[src/rtl/memory_port_arbiter_pkg.sv]
// memory_port_arbiter_pkg: read-owner encoding, default widths and owner helper
package memory_port_arbiter_pkg;

    typedef enum logic [1:0] {
        OWN_NONE = 2'd0,
        OWN_CPU  = 2'd1,
        OWN_AUX  = 2'd2
    } owner_e;

    localparam int DEF_ADDR_WIDTH   = 14;
    localparam int DEF_DATA_WIDTH   = 32;
    localparam int DEF_STARVE_LIMIT = 4;
    localparam int DEF_CNT_WIDTH    = 3;

    function automatic owner_e read_owner(input logic cpu_gnt, input logic cpu_we,
                                          input logic aux_gnt, input logic aux_we);
        return (cpu_gnt && !cpu_we) ? OWN_CPU : (aux_gnt && !aux_we) ? OWN_AUX : OWN_NONE;
    endfunction

endpackage

[src/rtl/memory_port_arbiter_starve_counter.sv]
// arb_starve_counter: saturating count of aux denials; clear beats freeze beats increment
module arb_starve_counter #(
    parameter int LIMIT     = 4,
    parameter int CNT_WIDTH = 3
) (
    input  logic                 i_clk,
    input  logic                 i_rst_n,
    input  logic                 i_clear,
    input  logic                 i_freeze,
    input  logic                 i_inc,
    output logic [CNT_WIDTH-1:0] o_cnt,
    output logic                 o_sat
);

    localparam logic [CNT_WIDTH-1:0] L_MAX = CNT_WIDTH'(LIMIT);

    logic [CNT_WIDTH-1:0] r_cnt;

    always_ff @(posedge i_clk or negedge i_rst_n) begin
        if (!i_rst_n)
            r_cnt <= '0;
        else if (i_clear)
            r_cnt <= '0;
        else if (i_inc && !i_freeze && r_cnt != L_MAX)
            r_cnt <= r_cnt + 1'b1;
    end

    assign o_cnt = r_cnt;
    assign o_sat = (r_cnt == L_MAX);

endmodule

[src/rtl/memory_port_arbiter.sv]
// memory_port_arbiter: shares one memory data port between CPU and an aux master,
// CPU priority with aux starvation protection, CPU lock for RMW, 1-cycle read return.
module memory_port_arbiter
    import memory_port_arbiter_pkg::*;
#(
    parameter int ADDR_WIDTH   = DEF_ADDR_WIDTH,
    parameter int DATA_WIDTH   = DEF_DATA_WIDTH,
    parameter int STARVE_LIMIT = DEF_STARVE_LIMIT,
    parameter int CNT_WIDTH    = DEF_CNT_WIDTH
) (
    input  logic                  i_clk,
    input  logic                  i_rst_n,
    input  logic                  i_cpu_req,
    input  logic                  i_cpu_we,
    input  logic                  i_cpu_lock,
    input  logic [ADDR_WIDTH-1:0] i_cpu_addr,
    input  logic [DATA_WIDTH-1:0] i_cpu_wdata,
    output logic                  o_cpu_gnt,
    output logic                  o_cpu_rvalid,
    output logic [DATA_WIDTH-1:0] o_cpu_rdata,
    output logic                  o_cpu_stall,
    input  logic                  i_aux_req,
    input  logic                  i_aux_we,
    input  logic [ADDR_WIDTH-1:0] i_aux_addr,
    input  logic [DATA_WIDTH-1:0] i_aux_wdata,
    output logic                  o_aux_gnt,
    output logic                  o_aux_rvalid,
    output logic [DATA_WIDTH-1:0] o_aux_rdata,
    output logic [ADDR_WIDTH-1:0] o_mem_addr,
    output logic [DATA_WIDTH-1:0] o_mem_wdata,
    output logic                  o_mem_we,
    input  logic [DATA_WIDTH-1:0] i_mem_rdata
);

    logic                  r_locked;
    owner_e                r_rd_owner;
    logic [DATA_WIDTH-1:0] r_cpu_rdata;
    logic [DATA_WIDTH-1:0] r_aux_rdata;
    logic                  w_sat;
    logic                  w_cpu_gnt;
    logic                  w_aux_gnt;
    logic [CNT_WIDTH-1:0]  w_cnt;

    // Grants are gated by reset so nothing reaches memory while reset is held.
    assign w_cpu_gnt = i_rst_n && i_cpu_req && (r_locked || !(i_aux_req && w_sat));
    assign w_aux_gnt = i_rst_n && !r_locked && i_aux_req && (w_sat || !i_cpu_req);

    arb_starve_counter #(
        .LIMIT     (STARVE_LIMIT),
        .CNT_WIDTH (CNT_WIDTH)
    ) u_starve (
        .i_clk    (i_clk),
        .i_rst_n  (i_rst_n),
        .i_clear  (w_aux_gnt || !i_aux_req),
        .i_freeze (r_locked),
        .i_inc    (i_aux_req && !w_aux_gnt),
        .o_cnt    (w_cnt),
        .o_sat    (w_sat)
    );

    always_ff @(posedge i_clk or negedge i_rst_n) begin
        if (!i_rst_n)
            r_locked <= 1'b0;
        else if (!i_cpu_req)
            r_locked <= 1'b0;
        else if (w_cpu_gnt)
            r_locked <= i_cpu_lock;
    end

    always_ff @(posedge i_clk or negedge i_rst_n) begin
        if (!i_rst_n)
            r_rd_owner <= OWN_NONE;
        else
            r_rd_owner <= read_owner(w_cpu_gnt, i_cpu_we, w_aux_gnt, i_aux_we);
    end

    // Returned data passes straight through on rvalid and is held afterwards.
    always_ff @(posedge i_clk or negedge i_rst_n) begin
        if (!i_rst_n) begin
            r_cpu_rdata <= '0;
            r_aux_rdata <= '0;
        end else begin
            if (r_rd_owner == OWN_CPU)
                r_cpu_rdata <= i_mem_rdata;
            if (r_rd_owner == OWN_AUX)
                r_aux_rdata <= i_mem_rdata;
        end
    end

    assign o_cpu_gnt    = w_cpu_gnt;
    assign o_aux_gnt    = w_aux_gnt;
    assign o_cpu_stall  = i_cpu_req && !w_cpu_gnt;
    assign o_cpu_rvalid = (r_rd_owner == OWN_CPU);
    assign o_aux_rvalid = (r_rd_owner == OWN_AUX);
    assign o_cpu_rdata  = o_cpu_rvalid ? i_mem_rdata : r_cpu_rdata;
    assign o_aux_rdata  = o_aux_rvalid ? i_mem_rdata : r_aux_rdata;
    assign o_mem_addr   = w_cpu_gnt ? i_cpu_addr : w_aux_gnt ? i_aux_addr : '0;
    assign o_mem_wdata  = w_cpu_gnt ? i_cpu_wdata : w_aux_gnt ? i_aux_wdata : '0;
    assign o_mem_we     = (w_cpu_gnt && i_cpu_we) || (w_aux_gnt && i_aux_we);

endmodule
[config.mk]
export PLATFORM = sky130hd
export DESIGN_NAME = memory_port_arbiter
export DESIGN_NICKNAME = d
export VERILOG_FILES = /design/src/rtl/memory_port_arbiter_pkg.sv /design/src/rtl/memory_port_arbiter_starve_counter.sv /design/src/rtl/memory_port_arbiter.sv
export SDC_FILE = /design/constraint.sdc
export NUM_CORES = 1
export LEC_CHECK = 0
export ABC_CLOCK_PERIOD_IN_PS = 6150
export CORE_MARGIN = 10
export CORE_UTILIZATION = 36
export DETAILED_ROUTE_END_ITERATION = 7
export PLACE_DENSITY = 0.86
export SLEW_MARGIN = 15
export SYNTH_ARGS = -nofsm -noshare
export SYNTH_HDL_FRONTEND = slang
export SYNTH_SLANG_ARGS = --single-unit
[constraint.sdc]
create_clock -name i_clk -period 6.15 [get_ports i_clk]
set_input_delay 1.5375 -clock i_clk [delete_from_list [all_inputs] [get_ports i_clk]]
set_output_delay 1.5375 -clock i_clk [all_outputs]
set_load 0.01 [all_outputs]
# ---- Word-level counts from Yosys, hierarchy flattened
# Index checks and enable logic that the tools add are counted.
# Widths: inputs -> output; s select.
dict set report totals {
  inputBits 131
  out_inout_bits 116
  word_cells 50
  reg_bits 70
}
dict set report op_classes {
  add_sub_neg 1
  n_reduce_logical 27
  muxes 12
  eq_ne 5
}
# operator n
set ops {}
lappend ops {{$mux 32} 4}
lappend ops {{$mux 14} 2}
lappend ops {{$logic_and 1x1->1} 14}
lappend ops {{$logic_not 1->1} 8}
lappend ops {{$mux 3} 2}
lappend ops {{$logic_or 1x1->1} 4}
lappend ops {{$mux 2} 2}
lappend ops {{$add 3x1->3 const B} 1}
lappend ops {{$eq 3x3->1 const B} 1}
lappend ops {{$ne 3x3->1 const B} 1}
lappend ops {{$eq 2x1->1 const B} 1}
lappend ops {{$eq 2x2->1 const B} 1}
lappend ops {{$mux 1} 2}
lappend ops {{$ne 2x1->1 const B} 1}
lappend ops {{$reduce_bool 2->1} 1}

# ---- Depth between registers and ports, before layout
dict set report depth {
  depth_word 10
  ltp_mapped 8
  ltp_nobuf 5
}

# ---- By module
# Synthesis repeated with hierarchy kept, for this count alone.
dict set report hier_totals {
  cells_unflattened 234
  hier_area_um2 3348.2
}
# mod cells_each instances area_each_um2
set modules_own_cells {}
lappend modules_own_cells {memory_port_arbiter 215 1 3148.0}
lappend modules_own_cells {arb_starve_counter 19 1 200.2}

# ---- Worst setup path before layout
# No wires, ideal clock.
dict set report synth_timing {
  path_kind {input -> output}
  from {input port i_aux_req}
  to {output port o_mem_wdata[21]}
  required_time_ps 4612
  arrival_ps 2536
  path_stages 4
  setup_slack_ps 2077
  path_cell_list {inv_1 a2111oi_4 buf_6 a22o_1}
}
# item line
set synth_rtl {}
lappend synth_rtl {{start, declared} memory_port_arbiter.sv:22} ;# input logic i_aux_req,
lappend synth_rtl {{$logic_and 1x1->1 (2 in a row)} memory_port_arbiter.sv:46} ;# assign w_aux_gnt = i_rst_n && !r_locked && i_aux_req && (w_sat || !i_cpu_req);
lappend synth_rtl {{named net o_aux_gnt} memory_port_arbiter.sv:26} ;# output logic o_aux_gnt,
lappend synth_rtl {{$mux 32 (2 in a row)} memory_port_arbiter.sv:98} ;# assign o_mem_wdata = w_cpu_gnt ? i_cpu_wdata : w_aux_gnt ? i_aux_wdata : '0;
lappend synth_rtl {{end, declared} memory_port_arbiter.sv:30} ;# output logic [DATA_WIDTH-1:0] o_mem_wdata,
# The timed path passes the listed nets, and every way through them passes these cells.

# ---- Worst setup path in the final report
dict set report layout_timing {
  from {input port i_aux_req}
  to {output port o_mem_wdata[4]}
}
dict set report layout_via {
  elab_chain_cells 5
}
# item line
set layout_lines {}
lappend layout_lines {{$logic_and 1x1->1} memory_port_arbiter.sv:45} ;# assign w_cpu_gnt = i_rst_n && i_cpu_req && (r_locked || !(i_aux_req && w_sat));
lappend layout_lines {{$logic_not 1->1} memory_port_arbiter.sv:45}
lappend layout_lines {{$logic_or 1x1->1} memory_port_arbiter.sv:45}
lappend layout_lines {{$logic_and 1x1->1} memory_port_arbiter.sv:45}
lappend layout_lines {{$mux 32 (*)} memory_port_arbiter.sv:98}
# Every way passes the cells marked *; elsewhere a longest branch is shown, timed or not.

==> key figures <==
Route
  – 1st-pass router iterations: 4
  – Post-DR vias/cell: 4.98
  – Antenna viol nets, final: 0
  – DR vias: 2911
  – Drc violations: 0
  – Drt initial violations: 160
  – Drt total wl: 13.3 mm
  – DR WL/cell: 22.7 um

Setup path
  – Reg-to-reg critical path startpoint: r_rd_owner[1]
  – Critical Path Start: i_aux_req
  – CP arrival: between 3 and 4 ns
  – WS Path Type: input port to output port
  – CP peak stage delay: 0.58 ns
  – Crit-path most repeated cell: clkdlybuf4s50_1
  – CP Launch Type: input port
  – Reg-to-reg endpoint: r_cpu_rdata[21]
  – Setup crit end kind: output port
  – Crit-path cells: clkdlybuf4s50_1, inv_1, a2111oi_4, buf_4, a22o_1, clkdlybuf4s50_1
  – CP max FO: 31
  – CP required: 4.61 ns
  – R2R setup slack: 4.25 ns
  – Slowest cell on crit path: clkdlybuf4s50_1
  – Reg2reg path depth: 3

Pwr
  – Clock power share: 22.8%
  – Worst vdd ir: 0.111 mV
  – Pint: between 1000 and 1500 uW
  – P per Cell Area: roughly 270 nW/um2
  – Sw power: ~430 uW
  – Sw Share: 27.5%
  – Gate power share: 39.5%
  – Seq pwr share: 37.7%
  – Leakage: 0.00242 uW

Die
  – CORE AREA: 8720 um2
  – Die W: 114 um
  – DIE AREA: 13100 um2
  – Die height: 114 um
  – Starting Density: 36.8%
  – FP Rows: 34
  – Top Ports: 247

STA
  – Post-Route Skew: around 0.0094 ns
  – Hold Slack: 0.495 ns
  – Period utilization: 83.8%
  – Slew at the pin closest to its max-slew limit: roughly 0.85 ns
  – Slew headroom: 43.1%
  – Slew Limit Fails: 0
  – Unrepaired setup endpoints after global routing: no
  – Crit path time final: roughly 5.2 ns
  – Fin Setup TNS: 0 ns
  – Final hold vios: 0
  – Setup-failing EPs final: 0
  – F_max: 194 MHz

Global route
  – GRT met2 Usage: between 30% and 40%
  – Vias in the first global route: around 3400
  – First-pass GRT wire length: 19.8 mm
  – Largest net degree at the start of global routing: 70
  – Grt total ovfl: 0
  – Layer with the highest usage: met2
  – GRT met1 Usage: 18.7%
  – GR Layer Usage met3: 9.01%
  – Initial antenna violation count: 0
  – GRT Total Usage: 19.9%

Synthesis
  – Avg Cell Area, Syn: between 10 and 15 um2
  – Mapped Cells: 227
  – Number of synthesized register bits: 70
  – Syn_nets: 360
  – Synth warnings: 0
  – Seq/Total Area, Yosys: 54.5%
  – Library cells used by synthesis: 24
  – Mapped Area: 3210 um2

Final layout
  – Net count, final: just over 600
  – Layout cell share with drive strength beyond 1: 18.7%
  – Core Util, Final: 67.9%
  – ANT cells: 0
  – Register area: ~1800 um2
  – Synth-to-Final Area Change: 84.4%
  – Fin cells: 584
  – Final instance area: around 5900 um2
  – Filler cells: 650
  – Multi-input logic area: 1320 um2

CTS
  – Reg clk slew, reported paths: 0.06 ns
  – Clock Latency Late Sink: 0.33 ns
  – Root buf cell: clkbuf_8
  – Post_cts resized: 0
  – TritonCTS clock tree: yes
  – Post-cts hold buffer count: 0
  – Clk buf depth: 2
  – H-tree lvl count: 3
  – Sink Count: 70
  – Post-CTS setup buffers: 0
  – Num CTS Buffers: 9

Hold path
  – Hold Crit Class: flip-flop to flip-flop
  – Worst hold path startpoint: r_cpu_rdata[31]
  – Worst hold endpoint: r_cpu_rdata[31]
  – Hold Path Stages: 1

Place
  – Placer Congestion: roughly 0.9
  – Placed Cells incl. Taps: 569
  – DPL Wire Length: ~11 mm
  – IO buf count: 246
  – Dpl cell area: around 5700 um2

Run
  – Maximum Capacitance Violations: 0

Outcome
  – Status: finished, final reports clean
-- cells in the final DEF, fill, tap and decap left out, drive strengths merged, types with 2 or more instances in the layout --
| cell type | Yosys | layout |
|---|---|---|
| buf | 14 | 8 |
| clkdlybuf4s50 | 0 | 245 |
| inv | 6 | 6 |
| a21oi | 2 | 2 |
| nor2b | 2 | 2 |
| dfrtp | 70 | 70 |
| clkinvlp | 0 | 2 |
| ha | 2 | 2 |
| mux2 | 64 | 64 |
| clkbuf | 5 | 12 |
| nor3 | 2 | 2 |
| a22o | 47 | 47 |
-- sequential cells by signal, summed over array words and instances (netlist names) --
| register | count |
|---|---|
| r_rd_owner | 2 |
| r_locked | 1 |
| r_cpu_rdata | 32 |
| u_starve.o_cnt | 3 |
| r_aux_rdata | 32 |
-- area by class of cell --
type | instances | area share [%]
Timing Repair Buffer | 253 | 42.4
Clock inverter | 3 | 0.760
Multi-Input combinational cell | 132 | 22.2
Clock buffer | 12 | 2.45
Sequential cell | 70 | 29.6
Tap cell | 108 | 2.28
Inverter | 6 | 0.380
-- synthesized netlist by cell type, drive strengths merged --
cell     count  share of area (%)
a2111oi      1               0.86
a21boi       1               0.23
a21oi        2               0.31
a22o        47                 13
a31oi        1               0.19
and2b        1               0.23
and3         1               0.19
buf         14                3.3
clkbuf       5               0.58
dfrtp       70                 55
ha           2               0.78
inv          6               0.70
mux2        64                 22
mux2i        1               0.31
nand2        1               0.19
nand2b       1               0.19
nand4b       1               0.27
nor2b        2               0.39
nor3         2               0.31
nor4         1               0.19
nor4bb       1               0.31
o221a        1               0.35
xnor2        1               0.27
-- kinds of logic (layout without fill, tap and decap cells) --
family	count (synthesis)	count (layout)	synth area share [%]
xor gates and xnor gates	1	1	0.273
adders and majority gates	2	2	0.779
DFF	70	70	54.5
muxes	65	65	22.7
and+or+nand+nor	11	11	2.30
AOI/OAI and AO/OA	53	53	14.8
buffers and inverters	25	274	4.63
-- routing by layer --
| metal | part of all wire (%) | vias to the layer above |
|---|---|---|
| met4 | 2.7 | 0 |
| met3 | 11 | 14 |
| met5 | 0 | - |
| met1 | 31 | 1403 |
| li1 | - | 1338 |
| met2 | 55 | 156 |
-- stage by stage --
step / power, uW / setup slack [ns]
finish: 1570 / 0.998
global route: 1660 / 0.902
CTS: 1600 / 1.00
detailed placement: 1230 / 1.00
global placement: 1210 / 1.02
floorplan: 833 / 2.08
-- how the worst max path moves through the flow --
stage,end,slack [ns],cells after the start
after floorplan,o_mem_wdata[21],2.08,4
after detailed placement,o_mem_wdata[0],1.00,6
after CTS,o_mem_wdata[0],1.00,6
final,o_mem_wdata[4],1.0,6
after global routing,o_mem_wdata[20],0.90,6
after global placement,o_mem_wdata[2],1.02,6
-- critical path: cells and delay by family --
kind,cells,cell delay (ns)
AOI/OAI and AO/OA,2,0.53
buffers and inverters,4,1.55
-- power by group through the flow --
stage          Combinational, uW  Clock (uW)  Sequential (uW)
2_1_floorplan                242           0              590
3_3_place_gp                 618           0              595
3_5_place_dp                 631           0              602
4_1_cts                      634         370              594
5_1_grt                      660         393              604
6_report                     622         359              593
Power figures use the tool's default switching activity.
